--- config.mk ---
export PLATFORM = sky130hd
export DESIGN_NAME = instr_fetch
export DESIGN_NICKNAME = d
export VERILOG_FILES = /design/src/rtl/instr_fetch.sv
export SDC_FILE = /design/constraint.sdc
export NUM_CORES = 1
export LEC_CHECK = 0
export CAP_MARGIN = 5
export CORE_MARGIN = 8
export CORE_UTILIZATION = 35
export CTS_BUF_LIST = sky130_fd_sc_hd__clkbuf_4 sky130_fd_sc_hd__clkbuf_8 sky130_fd_sc_hd__clkbuf_16
export DETAILED_ROUTE_END_ITERATION = 6
export REMOVE_ABC_BUFFERS = 1
export SYNTH_ARGS = -nofsm -noshare
export SYNTH_HDL_FRONTEND = slang
export SYNTH_SLANG_ARGS = --single-unit
export TNS_END_PERCENT = 100
--- constraint.sdc ---
create_clock -name clk -period 14.06 [get_ports clk]
set_input_delay 2.109 -clock clk [delete_from_list [all_inputs] [get_ports clk]]
set_output_delay 2.109 -clock clk [all_outputs]
set_load 0.1 [all_outputs]
--- src/rtl/instr_fetch.sv ---
// Instruction fetch unit: keeps at most one memory request outstanding and
// buffers returned words in a 2-entry {pc, instr} FIFO that feeds the decoder.
module instr_fetch #(
  parameter logic [31:0] RESET_PC = 32'h0000_0000
) (
  input  logic        clk,
  input  logic        rst_n,
  output logic        imem_req,
  output logic [31:0] imem_addr,
  input  logic        imem_rvalid,
  input  logic [31:0] imem_rdata,
  input  logic        redir,
  input  logic [31:0] redir_pc,
  output logic [31:0] i,
  output logic [31:0] pc,
  output logic        i_valid,
  input  logic        i_ready
);

  typedef enum logic [1:0] {
    IDLE = 2'd0,
    WAIT = 2'd1,
    DROP = 2'd2
  } state_t;

  localparam logic [31:0] ALIGN_MASK = ~32'h0000_0003;
  localparam logic [31:0] START_PC   = RESET_PC & ALIGN_MASK;

  state_t      state, state_n;
  logic [31:0] fetch_pc, fetch_pc_n;
  logic [31:0] req_addr;
  logic [31:0] redir_tgt;
  logic [31:0] fetch_inc;
  logic        req;
  logic        push;
  logic        pop;

  logic [31:0] fifo_pc    [2];
  logic [31:0] fifo_instr [2];
  logic        rd_ptr, wr_ptr;
  logic [1:0]  count;

  assign redir_tgt = redir_pc & ALIGN_MASK;
  assign fetch_inc = fetch_pc + 32'd4;

  assign i_valid   = (count != 2'd0);
  // A redirect flushes the FIFO, so a same-cycle pop must not also advance it.
  assign pop       = i_valid && i_ready && !redir;
  assign pc        = i_valid ? fifo_pc[rd_ptr]    : 32'h0;
  assign i         = i_valid ? fifo_instr[rd_ptr] : 32'h0;

  assign imem_addr = fetch_pc;
  assign imem_req  = req && rst_n;

  // NOTE: every signal assigned here gets a default first so no latch is inferred.
  always_comb begin
    state_n    = state;
    fetch_pc_n = fetch_pc;
    req        = 1'b0;
    push       = 1'b0;
    unique case (state)
      IDLE: begin
        if (redir) begin
          fetch_pc_n = redir_tgt;
        end else if (count != 2'd2) begin
          req        = 1'b1;
          state_n    = WAIT;
          fetch_pc_n = fetch_inc;
        end
      end
      WAIT: begin
        if (redir) begin
          fetch_pc_n = redir_tgt;
          state_n    = imem_rvalid ? IDLE : DROP;
        end else if (imem_rvalid) begin
          push = 1'b1;
          // Chain the next request only if the FIFO will still have room for its reply.
          if (count == 2'd0 || (count == 2'd1 && pop)) begin
            req        = 1'b1;
            fetch_pc_n = fetch_inc;
          end else begin
            state_n = IDLE;
          end
        end
      end
      DROP: begin
        if (redir) fetch_pc_n = redir_tgt;
        if (imem_rvalid) state_n = IDLE;
      end
      default: state_n = IDLE;
    endcase
  end

  // NOTE: sequential state uses non-blocking assignments so all flops update together.
  always_ff @(posedge clk or negedge rst_n) begin
    if (!rst_n) begin
      state    <= IDLE;
      fetch_pc <= START_PC;
      req_addr <= START_PC;
    end else begin
      state    <= state_n;
      fetch_pc <= fetch_pc_n;
      if (imem_req) req_addr <= fetch_pc;
    end
  end

  always_ff @(posedge clk or negedge rst_n) begin
    if (!rst_n) begin
      rd_ptr <= 1'b0;
      wr_ptr <= 1'b0;
      count  <= 2'd0;
    end else if (redir) begin
      rd_ptr <= 1'b0;
      wr_ptr <= 1'b0;
      count  <= 2'd0;
    end else begin
      if (push) wr_ptr <= ~wr_ptr;
      if (pop)  rd_ptr <= ~rd_ptr;
      unique case ({push, pop})
        2'b10:   count <= count + 2'd1;
        2'b01:   count <= count - 2'd1;
        default: count <= count;
      endcase
    end
  end

  // NOTE: FIFO storage has no reset; outputs are masked by count, so stale words are never seen.
  always_ff @(posedge clk) begin
    if (push) begin
      fifo_pc[wr_ptr]    <= req_addr;
      fifo_instr[wr_ptr] <= imem_rdata;
    end
  end

endmodule

==> summary.md, run 1 <==
| Metric | Value |
|---|---|
| Yosys top cell area share | `around 46%` |
| Fin Setup TNS | `0 ns` |
| Multi-input gate area | `~2500 um^2` |
| Root Driver | `clkbuf_16` |
| Hold path depth | `0` |
| # resized after CTS | `0` |
| Post-DP HPWL | `14010 um` |
| CORE AREA | `roughly 23000 um^2` |
| Final Setup Violations | `0` |
| Rows | `55` |
| CTS Sinks | `190` |
| Routed len/inst | `approximately 19 um` |
| NumNets Final | `835` |
| EDFF count, synth | `about 120` |
| Most frequent cell after synthesis | `edfxtp_1` |
| Synth Area in Compound Gates | `about 8.0%` |
| First-pass GRT wire length | `31970 um` |
| Die area | `between 20000 and 30000 um^2` |
| Avg Vias per Cell | `5.182` |
| Post CTS Setup Buffer Count | `0` |
| Xor/xnor share of the synthesized area | `0.4329%` |
| Startpoint types | `input port` |
| FILL cells | `between 2000 and 2500` |
| Fin util | `between 40% and 50%` |
| Initial Util | `between 30% and 40%` |
| Vias post-DR | `5488` |
| Post-Synth Adder-Cell Area | `less than 1%` |
| Max Clock Freq | `approximately 150 MHz` |
| Status | `complete, no violations` |
| Post-Route WL | `~21000 um` |
| Simple-Gate Fraction of Synth Area | `9.539%` |
| Area grow syn2layout | `29.89%` |
| Port Buf Inserts | `between 150 and 200` |
| Grt total ovfl | `0` |
| Slew Limit Headroom | `29.79%` |
| CP arrival | `around 4.8 ns` |
| Htree depth | `4` |
| Period minus WS final | `~6.9 ns` |
| Total CTS buffers | `17` |
| Setup Crit Path Kind | `in2out` |
| Hold Vio Cnt, Final | `0` |
| Top Ports | `approximately 170` |
| Async set-reset flop share out of synthesis | `between 30% and 40%` |
| Post-synthesis mux area share | `about 12%` |
| Clock Tree Buf Depth | `2` |
| Final RePlAce weighted congestion | `slightly below 0.8` |
| Layout Skew | `0.01236 ns` |
| Largest area contributor in the netlist | `edfxtp_1` |
| Netlist cell types | `56` |
| Synth warnings | `0` |
| CTS tree | `done` |
| GRT Util Overall | `between 10% and 20%` |
| Mapped Area | `8093 um^2` |
| PnR worst setup slack | `~7.2 ns` |
| Worst endpoint required time | `around 12 ns` |
| Mapped Cells | `approximately 610` |
| Final hold slack | `around 0.47 ns` |
| Reg2reg path depth | `8` |
| CTS Hold Bufs | `0` |
| Worst Max-Slew Pin Slew | `between 1 and 1.5 ns` |
| Worst hold path class | `reg2reg` |
| Die width | `168.1 um` |
| Largest family of logic cells by synthesized area | `multiplexers` |
| Initial antenna violation count | `1` |
| Pin count of the biggest net entering global routing | `68` |
| Die H | `168.1 um` |
| Place WS | `just over 7 ns` |
| Critical Path End Type | `output pin` |
| DRT iter0 DRCs | `~460` |
| Dominant cells by area after synthesis | `edfxtp_1, dfrtp_1, mux2i_1` |
| Clock slew at reported path FFs | `roughly 0.070 ns` |
| Clock Latency Late Sink | `~0.43 ns` |
| Ant. Diodes | `0` |
| Sequential element share of the synthesized area | `66.42%` |
| Commonest cells post-synth | `edfxtp_1, nor2_1, dfrtp_1` |
| Drt pass-1 iters | `5` |
| Fin. max-slew vios | `0` |
| Sequential cell area | `~5400 um^2` |
| RSZ-0062 raised after global routing | `false` |
| Post-route DRC violation count | `0` |
| Post-route ant nets | `0` |
| Max Cap Violations | `0` |
| Worst-path maximum fanout | `13` |
| Vias in the first global route | `around 5700` |
| Register bit total from synthesis | `between 150 and 200` |
| Final Cycle Share | `between 40% and 50%` |
| Ys flop type | `edfxtp_1` |
| Share of cells above drive strength 1 | `approximately 7%` |
| Mean Syn Cell Area | `about 13 um^2` |
## cell usage in the layout, fill, tap and decap left out, types with 4 or more instances in the layout
cell type          n
mux2i_1           64
edfxtp_1         124
o22ai_1           10
nor2_1            78
a21oi_1           30
o21ai_0           23
buf_4             10
clkbuf_16         17
inv_1             10
nand3_1           15
nor3_1            11
nand4_1           11
mux2_1            29
conb_1             4
clkdlybuf4s50_1  159
dfrtp_1           65
and4_1             4
a22o_1             4
a31oi_1            7
o31ai_1            5
and3_1             4
clkinvlp_4         4
nand2_1           24
## final timing paths
kind / from / endpoint / slack (ns)
setup / recovery: redir / imem_req / 7.17
hold / removal: req_addr[15] / fifo_pc[1][15] / 0.47
setup reg to reg: count[0] / imem_addr[22] / 11.00
hold reg to reg: req_addr[15] / fifo_pc[1][15] / 0.47
max in group asynchronous: rst_n / rd_ptr / 11.52
min in group asynchronous: rst_n / req_addr[4] / 1.81
## logic make-up after synthesis
logic type      after synthesis
flops                       190
fa+ha+maj                     4
xor+xnor                      4
mux                          95
buf+inv                      48
simple gates                165
compound gates              102
other cells                   1
## area by class of cell
cell class	instances	share of cell area [%]
Clock buffer	18	4.119
Timing Repair Buffer	169	15.86
Sequential cell	190	51.17
Inverter	10	0.3571
Multi-Input combinational cell	374	24.08
Tap cell	285	3.392
Clock inverter	13	1.024
## metal layers
| metal | GRT usage (%) | up-vias | wire length (um) |
|---|---|---|---|
| li1 | - | 2559 | - |
| met1 | 18.51 | 2730 | 9403 |
| met2 | 23.46 | 165 | 9679 |
| met3 | 3.227 | 32 | 1020 |
| met4 | 5.939 | 2 | 497 |
| met5 | 0 | - | 15 |
## worst max-delay path, cell delays in order
cell and delay [ns]:
clkdlybuf4s50_1 0.69, inv_1 0.14, a31oi_1 0.18, o22ai_1 0.22
nand3_2 0.16, inv_1 0.13, clkdlybuf4s50_1 1.13
## stage by stage
stage,cell area [um^2],std cells
final,10510,1059
after global placement,9971,1028
after CTS,10510,1059
after floorplan,7919,574
after global routing,10510,1059
after detailed placement,9971,1028
## registers in the layout, indices dropped and copies added (netlist names)
| name | cells |
|---|---|
| imem_addr | 30 |
| rd_ptr | 1 |
| state | 2 |
| fifo_pc | 60 |
| req_addr | 30 |
| count | 2 |
| wr_ptr | 1 |
| fifo_instr | 64 |
Power of run 1 is left out: the tool's default activity adds up to more than one toggle a clock period on the data nets, which glitch-free logic cannot reach.
==> inputs of run 2 (changes only) <==
clock period = 6.1 ns   (was 14.06 ns; I/O delays follow)
==> run 2 against run 1 <==
  * Register-to-register slack lost 7.5 ns
  * Non-clock buffer count is 1 lower
  * Via count shrank 0.62%
  * Worst hold slack got worse by 0.00077 ns
  * First-iteration DRC count shrank 14%
  * Die area stayed put
  * Sequential share of layout area is 0.15 points lower
  * Cell count hardly changed
  * Core utilization grew 0.14 points
  * Largest cell class unchanged
==> summary.md, run 2 (synthesis results as in run 1) <==
| Metric | Value |
|---|---|
| Avg Vias per Cell | `5.155 (-0.53%)` |
| Die width | `168.1 um (unchanged)` |
| Hold path depth | `0 (unchanged)` |
| Met2 wire length | `9970 um (+3.0%)` |
| Post-route DRC violation count | `0 (unchanged)` |
| Hold Path End | `fifo_pc[0][10]` |
| Total CTS buffers | `17 (unchanged)` |
| Top delay family on crit path | `buffers and inverters` |
| Post CTS Setup Buffer Count | `0 (unchanged)` |
| Status | `complete, no violations` |
| Wl on met1 | `8958 um (-4.7%)` |
| RSZ-0062 raised after global routing | `false` |
| Crit path buf inv count | `4 (unchanged)` |
| Reg2reg end | `req_addr[22]` |
| Hold Crit Start | `req_addr[10]` |
| Final hold slack | `0.4682 ns (-0.0007740 ns)` |
| Rows | `55 (unchanged)` |
| CTS Hold Bufs | `0 (unchanged)` |
| Critical Path Stages | `7 (unchanged)` |
| Setup Crit Path Kind | `in2out` |
| Clock Tree Buf Depth | `2 (unchanged)` |
| Top routing layer in use | `met5` |
| CTS tree | `done` |
| Drt pass-1 iters | `5 (unchanged)` |
| First-pass GRT wire length | `32000 um (about the same)` |
| Ant. Diodes | `0 (unchanged)` |
| Post-Route WL | `20630 um (about the same)` |
| Grt total ovfl | `0 (unchanged)` |
| NumNets Final | `834 (-0.12%)` |
| Worst-path maximum fanout | `31 (+18)` |
| Clock slew at reported path FFs | `0.07 ns (about the same)` |
| Worst Max-Slew Pin Slew | `1.173 ns (+0.1227 ns)` |
| Critical Path Max Stage Delay | `0.77 ns (-0.36 ns)` |
| Vias post-DR | `5454 (-0.62%)` |
| Clock Latency Late Sink | `0.43 ns (about the same)` |
| Cell mode on critical path | `inv_1` |
| Max Cap Violations | `0 (unchanged)` |
| Reg2reg path depth | `5 (-3)` |
| Initial Util | `35.74% (unchanged)` |
| Critical Path End Type | `output pin` |
| Critical-path cell list | `clkdlybuf4s50_1 > inv_1 > a31oi_1 > o22ai_1 > nand3_2 > inv_1 > buf_4` |
| Pin count of the biggest net entering global routing | `67 (-1.5%)` |
| Commonest non-fill, non-tap cell in the layout | `clkdlybuf4s50_1` |
| Die area | `28240 um^2 (unchanged)` |
| FF-to-FF Start | `state[1]` |
| Post-route ant nets | `0 (unchanged)` |
| Worst hold path class | `reg2reg` |
| Final RePlAce weighted congestion | `0.7581 (-4.0%)` |
| Slew Limit Headroom | `21.83% (-8.0 points)` |
| FILL cells | `2023 (+0.15%)` |
| Top Registers | `fifo_instr x64, fifo_pc x60` |
| Layout Skew | `0.01032 ns (-0.002041 ns)` |
| CTS Sinks | `190 (unchanged)` |
| Vias in the first global route | `5682 (+0.51%)` |
| Largest register FFs | `64 (unchanged)` |
| Root Driver | `clkbuf_16` |
| GRT Util Overall | `14.55% (+0.071 points)` |
| Area grow syn2layout | `30.27%` |
| Final Setup Violations | `0 (unchanged)` |
| Routed len/inst | `19.50 um (+0.14%)` |
| Period minus WS final | `around 4.4 ns` |
| Most frequent cells in the layout | `clkdlybuf4s50_1, edfxtp_1, nor2_1` |
| CORE AREA | `22640 um^2 (unchanged)` |
| # resized after CTS | `0 (unchanged)` |
| Fin. max-slew vios | `0 (unchanged)` |
| Top reg by flops | `fifo_instr` |
| Share of cells above drive strength 1 | `7.115% (+0.0092 points)` |
| Post-DP HPWL | `13840 um (-1.2%)` |
| Slowest CP cell | `nand3_2` |
| Initial antenna violation count | `1 (unchanged)` |
| R2R Setup Slk | `3.50 ns (-7.50 ns)` |
| Max Clock Freq | `roughly 230 MHz` |
| Htree depth | `4 (unchanged)` |
| DRT iter0 DRCs | `396 (-14%)` |
| Port Buf Inserts | `160 (unchanged)` |
| Fin Setup TNS | `0 ns (unchanged)` |
| Startpoint types | `input port` |
| CP arrival | `3.46 ns (-1.32 ns)` |
| Hold Vio Cnt, Final | `0 (unchanged)` |
| Top Ports | `167 (unchanged)` |
| Final Cycle Share | `~72%` |
| Worst endpoint required time | `5.18 ns (-6.77 ns)` |
| Metal3 WL | `1258 um (+23%)` |
| Die H | `168.1 um (unchanged)` |
-- run 2: how the worst max path moves through the flow --
stage                     start                to  slack (ns)
floorplan           imem_rvalid  fifo_instr[1][0]       -0.11
global placement          redir          imem_req        1.78
detailed placement        redir          imem_req        1.68
CTS                       redir          imem_req        1.67
global route              redir          imem_req        1.49
finish                    redir          imem_req        1.73
-- run 2: area by class of cell --
| type | instances | area [um^2] | share of cell area [%] |
|---|---|---|---|
| inverter | 10 | 37.54 | 0.3560 |
| timing repair buffer | 168 | 1657 | 15.71 |
| tap | 285 | 356.6 | 3.382 |
| clock inverter | 14 | 156.4 | 1.484 |
| sequential | 190 | 5379 | 51.02 |
| multi-input combinational | 374 | 2531 | 24.01 |
| clock buffer | 17 | 425.4 | 4.035 |
-- run 2: layer usage --
| layer | vias up | track usage, % |
|---|---|---|
| li1 | 2564 | - |
| met1 | 2671 | 17.68 |
| met2 | 185 | 24.13 |
| met3 | 32 | 4.233 |
| met4 | 2 | 5.551 |
| met5 | - | 0 |
-- run 2: through the flow --
| step | setup WS (ns) | instances | area, um^2 | util (%) |
|---|---|---|---|---|
| 4_1_cts | 1.674 | 1058 | 10540 | 46.57 |
| 3_3_place_gp | 1.785 | 1027 | 9961 | 44.00 |
| 6_report | 1.726 | 1058 | 10540 | 46.57 |
| 3_5_place_dp | 1.678 | 1027 | 9961 | 44.00 |
| 2_1_floorplan | -0.1059 | 574 | 7919 | - |
| 5_1_grt | 1.494 | 1058 | 10540 | 46.57 |
Power of run 2 is left out for the same reason.
